[src/rtl/mc_seq_ctrl.sv]
`default_nettype none
// ============================================================================
// Module   : mc_seq_ctrl
// Purpose  : Multi-cycle MIPS sequencing controller (IF/ID/EX/MEM/WB) with
//            memory-handshake wait timeout and a sticky error trap.
// Revision : 1.0 - initial release
// ============================================================================
module mc_seq_ctrl #(
  parameter int MAX_WAIT = 16,
  parameter int ALUOP_W  = 5
) (
  input  logic               clk,
  input  logic               rstn,
  input  logic [5:0]         opcode,
  input  logic [5:0]         func,
  input  logic               zero,
  input  logic               mem_ack,
  output logic               imem_req,
  output logic               dmem_req,
  output logic               PCWrite,
  output logic               IRWrite,
  output logic               RegWrite,
  output logic               MemRead,
  output logic               MemWrite,
  output logic               ALUSrc,
  output logic               ExtOp,
  output logic [1:0]         RegDst,
  output logic [1:0]         DatatoReg,
  output logic [1:0]         PC_sel,
  output logic [ALUOP_W-1:0] ALUCtrl,
  output logic [2:0]         state,
  output logic               illegal,
  output logic               err
);

  localparam logic [5:0] c_op_rtype = 6'b000000;
  localparam logic [5:0] c_op_ori   = 6'b001101;
  localparam logic [5:0] c_op_lui   = 6'b001111;
  localparam logic [5:0] c_op_slti  = 6'b001010;
  localparam logic [5:0] c_op_lw    = 6'b100011;
  localparam logic [5:0] c_op_sw    = 6'b101011;
  localparam logic [5:0] c_op_beq   = 6'b000100;
  localparam logic [5:0] c_op_bne   = 6'b000101;
  localparam logic [5:0] c_op_j     = 6'b000010;

  localparam logic [5:0] c_fn_add  = 6'b100000;
  localparam logic [5:0] c_fn_addu = 6'b100001;
  localparam logic [5:0] c_fn_sub  = 6'b100010;
  localparam logic [5:0] c_fn_subu = 6'b100011;
  localparam logic [5:0] c_fn_slt  = 6'b101010;

  localparam logic [ALUOP_W-1:0] c_aluop_nop = ALUOP_W'(0);
  localparam logic [ALUOP_W-1:0] c_aluop_lui = ALUOP_W'(1);
  localparam logic [ALUOP_W-1:0] c_aluop_add = ALUOP_W'(3);
  localparam logic [ALUOP_W-1:0] c_aluop_sub = ALUOP_W'(4);
  localparam logic [ALUOP_W-1:0] c_aluop_slt = ALUOP_W'(10);
  localparam logic [ALUOP_W-1:0] c_aluop_or  = ALUOP_W'(13);

  localparam logic [1:0] c_regdst_rt    = 2'b00;
  localparam logic [1:0] c_regdst_rd    = 2'b01;
  localparam logic [1:0] c_d2r_alu      = 2'b00;
  localparam logic [1:0] c_d2r_mem      = 2'b01;
  localparam logic [1:0] c_pcsel_newpc  = 2'b00;
  localparam logic [1:0] c_pcsel_branch = 2'b01;
  localparam logic [1:0] c_pcsel_jump   = 2'b10;

  localparam int c_cnt_w = (MAX_WAIT > 1) ? $clog2(MAX_WAIT) : 1;

  typedef enum logic [2:0] {
    S_IF  = 3'd0,
    S_ID  = 3'd1,
    S_EX  = 3'd2,
    S_MEM = 3'd3,
    S_WB  = 3'd4,
    S_ERR = 3'd5
  } state_t;

  state_t               r_state;
  logic [c_cnt_w-1:0]   r_wait;

  logic w_rtype, w_r_add, w_r_sub, w_r_slt, w_r_ok;
  logic w_ori, w_lui, w_slti, w_lw, w_sw, w_beq, w_bne, w_j;
  logic w_branch, w_ldst, w_legal, w_use_imm, w_zext, w_wait_done;
  logic [ALUOP_W-1:0] w_aluop;

  // The IR is only loaded in IF, so opcode/func stay stable from ID to WB.
  assign w_rtype   = (opcode == c_op_rtype);
  assign w_r_add   = w_rtype && (func == c_fn_add || func == c_fn_addu);
  assign w_r_sub   = w_rtype && (func == c_fn_sub || func == c_fn_subu);
  assign w_r_slt   = w_rtype && (func == c_fn_slt);
  assign w_r_ok    = w_r_add || w_r_sub || w_r_slt;
  assign w_ori     = (opcode == c_op_ori);
  assign w_lui     = (opcode == c_op_lui);
  assign w_slti    = (opcode == c_op_slti);
  assign w_lw      = (opcode == c_op_lw);
  assign w_sw      = (opcode == c_op_sw);
  assign w_beq     = (opcode == c_op_beq);
  assign w_bne     = (opcode == c_op_bne);
  assign w_j       = (opcode == c_op_j);
  assign w_branch  = w_beq || w_bne;
  assign w_ldst    = w_lw || w_sw;
  assign w_legal   = w_r_ok || w_ori || w_lui || w_slti || w_ldst || w_branch || w_j;
  assign w_use_imm = w_ori || w_lui || w_slti || w_ldst;
  assign w_zext    = w_ori || w_lui;
  assign w_wait_done = (r_wait == c_cnt_w'(MAX_WAIT - 1));

  always_comb begin
    w_aluop = c_aluop_add;
    if (w_r_sub || w_branch)     w_aluop = c_aluop_sub;
    else if (w_r_slt || w_slti)  w_aluop = c_aluop_slt;
    else if (w_ori)              w_aluop = c_aluop_or;
    else if (w_lui)              w_aluop = c_aluop_lui;
  end

  // The wait counter clears on every transition and only advances while a
  // request sits unacknowledged in IF or MEM.
  always_ff @(posedge clk or negedge rstn) begin
    if (!rstn) begin
      r_state <= S_IF;
      r_wait  <= '0;
    end else begin
      r_wait <= '0;
      case (r_state)
        S_IF: begin
          if (mem_ack)          r_state <= S_ID;
          else if (w_wait_done) r_state <= S_ERR;
          else                  r_wait  <= r_wait + c_cnt_w'(1);
        end
        S_ID:  r_state <= (w_j || !w_legal) ? S_IF : S_EX;
        S_EX: begin
          if (w_branch)    r_state <= S_IF;
          else if (w_ldst) r_state <= S_MEM;
          else             r_state <= S_WB;
        end
        S_MEM: begin
          if (mem_ack)          r_state <= w_lw ? S_WB : S_IF;
          else if (w_wait_done) r_state <= S_ERR;
          else                  r_wait  <= r_wait + c_cnt_w'(1);
        end
        S_WB:    r_state <= S_IF;
        S_ERR:   r_state <= S_ERR;
        default: r_state <= S_IF;
      endcase
    end
  end

  // Reset parks the FSM in IF, so the fetch outputs are qualified by rstn to
  // keep every request and enable low while reset is held.
  always_comb begin
    imem_req  = 1'b0;
    dmem_req  = 1'b0;
    PCWrite   = 1'b0;
    IRWrite   = 1'b0;
    RegWrite  = 1'b0;
    MemRead   = 1'b0;
    MemWrite  = 1'b0;
    ALUSrc    = 1'b0;
    ExtOp     = 1'b0;
    RegDst    = c_regdst_rt;
    DatatoReg = c_d2r_alu;
    PC_sel    = c_pcsel_newpc;
    ALUCtrl   = c_aluop_nop;
    illegal   = 1'b0;
    err       = 1'b0;
    case (r_state)
      S_IF: begin
        imem_req = rstn;
        IRWrite  = rstn && mem_ack;
        PCWrite  = rstn && mem_ack;
      end
      S_ID: begin
        if (w_j) begin
          PCWrite = 1'b1;
          PC_sel  = c_pcsel_jump;
        end else if (!w_legal) begin
          illegal = 1'b1;
        end
      end
      S_EX: begin
        ALUSrc  = w_use_imm;
        ExtOp   = !w_zext;
        ALUCtrl = w_aluop;
        RegDst  = w_r_ok ? c_regdst_rd : c_regdst_rt;
        if (w_branch) begin
          PC_sel  = c_pcsel_branch;
          PCWrite = w_beq ? zero : !zero;
        end
      end
      S_MEM: begin
        dmem_req = 1'b1;
        MemRead  = w_lw;
        MemWrite = w_sw;
      end
      S_WB: begin
        RegWrite  = 1'b1;
        DatatoReg = w_lw ? c_d2r_mem : c_d2r_alu;
        RegDst    = w_r_ok ? c_regdst_rd : c_regdst_rt;
      end
      S_ERR:   err = 1'b1;
      default: ;
    endcase
  end

  assign state = r_state;

endmodule
`default_nettype wire

[config.mk]
export PLATFORM = sky130hd
export DESIGN_NAME = mc_seq_ctrl
export DESIGN_NICKNAME = d
export VERILOG_FILES = /design/src/rtl/mc_seq_ctrl.sv
export SDC_FILE = /design/constraint.sdc
export NUM_CORES = 1
export LEC_CHECK = 0
export CORE_UTILIZATION = 39
export DETAILED_ROUTE_END_ITERATION = 8
export PLACE_DENSITY = 0.79
export SETUP_SLACK_MARGIN = 0.5
export SYNTH_ARGS = -nofsm -noshare
export SYNTH_HDL_FRONTEND = slang
export SYNTH_SLANG_ARGS = --single-unit
[constraint.sdc]
create_clock -name clk -period 1.61 [get_ports clk]
set_input_delay 0.322 -clock clk [delete_from_list [all_inputs] [get_ports clk]]
set_output_delay 0.322 -clock clk [all_outputs]
set_load 0.01 [all_outputs]
==> impl_metrics.yaml, run 1 <==
synth:
  yosysTopAreaCell: "dfrtp_1"
  yosysSeqAreaShare: 0.219
  synth_top_area_frac: 0.219
  postSynthAreaPerCell_um2: 7.90
  ys_ff_latch: 7
  async_flop_share: 1.00
  ys_types: 48
  postSynthCellCount: 101
  yosys-top-cells-area: "dfrtp_1 (22%), nor2_1 (5.2%), nand2_1 (3.8%)"
  synth_flop_cell: "dfrtp_1"
  syn_area_um2: 798
  synth_edf_count: 0
  ys_warn_count: 0
outcome:
  failing_step: "global routing"
  status: "did not finish"
  tool.error: "[ERROR DPL-0038] Utilization greater than 100%, impossible to legalize"
cts:
  cts_made_buffers: 3
  htreeDepth: 1
  clockRootBuffer: "clkbuf_4"
  cts_buffer_depth: 2
  ctsHoldBuffers: 0
  cts.sinks: 7
placed_design:
  portBuffers: 37
  dp_hpwl_um: 2290
  gp_congestion: 0.817
  placed_area_um2: 1550
  place_inst: 194
floorplan:
  initial_core_util: 0.411
  die_height_um: 47.2
  rows: 16
  ios: 41
  die_w_um: 47.2
sta:
  endpoint_type: "output port"
  grt_worst_setup_endpoint: "ALUSrc"
grt:
  grt_max_degree: 8
[cells by family after synthesis]
family,after synthesis,share of synthesized area
buffers and inverters,14,0.0956
and+or+nand+nor,53,0.420
xor gates and xnor gates,2,0.0219
AOI/OAI and AO/OA,23,0.223
DFF,7,0.219
adders and majority gates,1,0.0157
other,1,0.00470
[cells in the mapped netlist (3+ instances only)]
master and number:
nand2_1 8, dfrtp_1 7, buf_2 4, a31oi_1 3, a21oi_1 5, nor2_1 11, buf_4 3, nor2b_1 4
inv_1 6, nor3_1 3, nand2b_1 4
[repair_timing]
action                                  in CTS
endpoints found under the hold margin        0
endpoints found under the setup margin      29
resized for setup                          174
setup buffers                               25
pin swaps                                   22
[metrics by stage]
stage / TNS [ns] / util / setup WS, ns
after floorplan: -0.0264 / - / -0.0264
after global placement: -13.90 / 0.798 / -0.924
after detailed placement: -14.91 / 0.798 / -1.02
after CTS: -2.12 / 0.950 / -0.240
==> run 2, diff against run 1 <==
- CORE_AREA: not set -> 2 2 63 65
- CORE_UTILIZATION: 39 -> not set
- DIE_AREA: not set -> 0 0 65 67
- PLACE_DENSITY: 0.79 -> not set
- PLACE_DENSITY_LB_ADDON: not set -> 0.15
- SETUP_SLACK_MARGIN: 0.5 -> not set
==> impl_metrics.yaml, run 2 <==
outcome:
  status: "finished with violations"
  violations: "setup timing"
synth:
  postSynthCellCount: 101
  async_flop_share: 1.00
  synth_top_area_frac: 0.219
  synth_edf_count: 0
  synth_flop_cell: "dfrtp_1"
  yosysSeqAreaShare: 0.219
  ys_warn_count: 0
  syn_area_um2: 798
  synth_common_cells: "nor2_1 (11), nand2_1 (8), dfrtp_1 (7), inv_1 (6), a21oi_1 (5)"
  ys_ff_latch: 7
  yosys-top-cells-area: "dfrtp_1 (22%), nor2_1 (5.2%), nand2_1 (3.8%)"
  ys_types: 48
  postSynthAreaPerCell_um2: 7.90
  yosysTopAreaCell: "dfrtp_1"
  post-synth-top-count-cell: "nor2_1"
power_and_ir_drop:
  p_clk_frac: 0.167
  p_comb_frac: 0.633
  power.density_nw_per_um2: 828
  p_sw_frac: 0.371
  seqPwrFrac: 0.200
  p_int_uw: 920
  power.leakage_nw: 0.870
  peakVddDrop_mv: 0.305
  p_sw_uw: 542
worst_setup_path:
  slowest_stage: "dfrtp_2"
  critical-path-max-stage-delay_ns: 0.42
  arrival_ns: 1.52
  cp_common_cell: "buf_6"
  end_kind: "output pin"
  crit_chain: "buf_6, and3b_2, buf_6, nor4b_4, buf_2"
  crit_type: "reg -> out"
  path_delay_family: "simple AND/OR/NAND/NOR gates"
  critPathRequiredTime_ns: 1.29
  worstPathMaxFanout: 6
  path_buf_inv: 3
  start_kind: "flop"
cts:
  ctsHoldBuffers: 0
  insertion_delay_ns: 0.22
  clkTransAtPathRegs_ns: 0.04
  cts.sinks: 7
  htreeDepth: 1
  clockRootBuffer: "clkbuf_8"
  cts_made_buffers: 3
  cts_tree: "done"
  cts_buffer_depth: 2
sta:
  setup_slack_ns: -0.227
  finalCriticalPeriod_ns: 1.84
  drv_slew: 0
  clock_skew_ns: 0.00259
  hold_viol: 0
  post-route-period-util: 1.14
  rsz0062_at_grt: "true"
  clock.fmax_mhz: 544
  setup_violations: 17
cells_and_area:
  layout_common_cells: "buf_4 (45), buf_6 (17), buf_2 (14)"
  final_common_cell: "buf_4"
  n_antenna_cell: 0
  drive_gt1_frac: 0.614
  nets: 207
  largest_register: "r_wait"
  finalInstanceArea_um2: 1770
  areaGrowthSynthToFinish_pct: 121
  largest_reg_flops: 4
floorplan:
  rows: 22
  core_area_um2: 3610
  die-area_um2: 4360
  die_height_um: 67
  die_w_um: 65
  ios: 41
  initial_core_util: 0.221
detailed_routing:
  drcViolationCount: 0
  wire_per_inst_um: 12.7
  met2_wirelength_um: 1590
  met3_length_um: 152
  ant_nets: 0
  maxUsedRoutingLayer: "met4"
  firstDrtPassIters: 4
  m1WireLength_um: 1250
  drtIter0Drc: 25
  viasPerCell: 4.60
  totalWireLength_um: 3010
  num_vias: 1090
grt:
  antenna_found_initial: 0
  grt_overflow: 0
  grt_max_degree: 8
  grt_usage: 0.147
  grt_pass1_wl_um: 4920
  grt_pass1_vias: 1092
placed_design:
  place_ws_ns: -1.00
  gp_congestion: 0.902
  portBuffers: 37
  placed_area_um2: 1490
  dp_hpwl_um: 2230
min_path:
  hp-class: "in -> async"
job:
  max-cap-violations: 0
-- run 2: cell counts after synthesis --
Identical to the previous run, type by type.
-- run 2: per-layer routing --
metal | vias up | track usage
li1 | 537 | -
met1 | 515 | 0.168
met2 | 36 | 0.280
met3 | 2 | 0.0338
met4 | 0 | 0.0239
met5 | - | 0
-- run 2: worst register-to-register path: stages, from the launching register on --
cell	delay, ns
dfrtp_2	0.42
buf_6	0.12
and3b_2	0.21
buf_6	0.10
nor4b_4	0.25
a31oi_1	0.10
o311ai_2	0.24
-- run 2: per-stage QoR --
step / hold slack (ns) / cells / setup TNS, ns / utilization / power [mW]
global route: 0.460 / 237 / -3.13 / 0.490 / 1.57
detailed placement: 0.492 / 218 / -15.26 / 0.414 / 1.04
floorplan: 0.0264 / 103 / -0.0298 / - / 0.609
CTS: 0.462 / 237 / -2.07 / 0.485 / 1.45
global placement: 0.485 / 218 / -14.96 / 0.414 / 1.02
finish: 0.445 / 237 / -1.91 / 0.490 / 1.46
-- run 2: power groups by stage --
stage	sequential (mW)	combinational (mW)	clock, mW
global route	0.300	0.997	0.269
CTS	0.293	0.910	0.250
finish	0.293	0.925	0.244
detailed placement	0.323	0.716	0
floorplan	0.262	0.347	0
global placement	0.315	0.710	0
-- run 2: cell families after synthesis --
| logic type | Yosys count | synth area share |
|---|---|---|
| xor gates and xnor gates | 2 | 0.0219 |
| and+or+nand+nor | 53 | 0.420 |
| AOI/OAI and AO/OA | 23 | 0.223 |
| DFF | 7 | 0.219 |
| adders and majority gates | 1 | 0.0157 |
| other | 1 | 0.00470 |
| buffers and inverters | 14 | 0.0956 |
-- run 2: what timing repair did --
item	CTS	global route
buffers inserted	15	0
gates resized for setup	158	8
endpoints found under the hold margin	0	0
pin swaps	19	8
cloned	0	0
endpoints found under the setup margin	25	20
-- run 2: final cells by class --
class,instances,area [um^2]
Fill cell,354,1840
Timing Repair Buffer,90,738
Multi-Input combinational cell,82,722
Sequential cell,7,179
Tap cell,48,60.1
Clock buffer,4,45.0
Inverter,6,22.5
-- run 2: path summary, 6_finish.rpt --
| path | start | endpoint | slack [ns] | depth (start not counted) |
|---|---|---|---|---|
| hold / removal | rstn | state[0] | 0.44 | 2 |
| hold reg to reg | r_wait[0] | r_wait[0] | 0.51 | 1 |
| setup / recovery | state[1] | MemRead | -0.23 | 5 |
| min in group clk | r_wait[0] | r_wait[0] | 0.51 | 1 |
| max in group asynchronous | rstn | state[1] | 1.03 | 2 |
| setup reg to reg | state[1] | state[2] | 0.07 | 6 |
(Power assumes the default switching activity.)
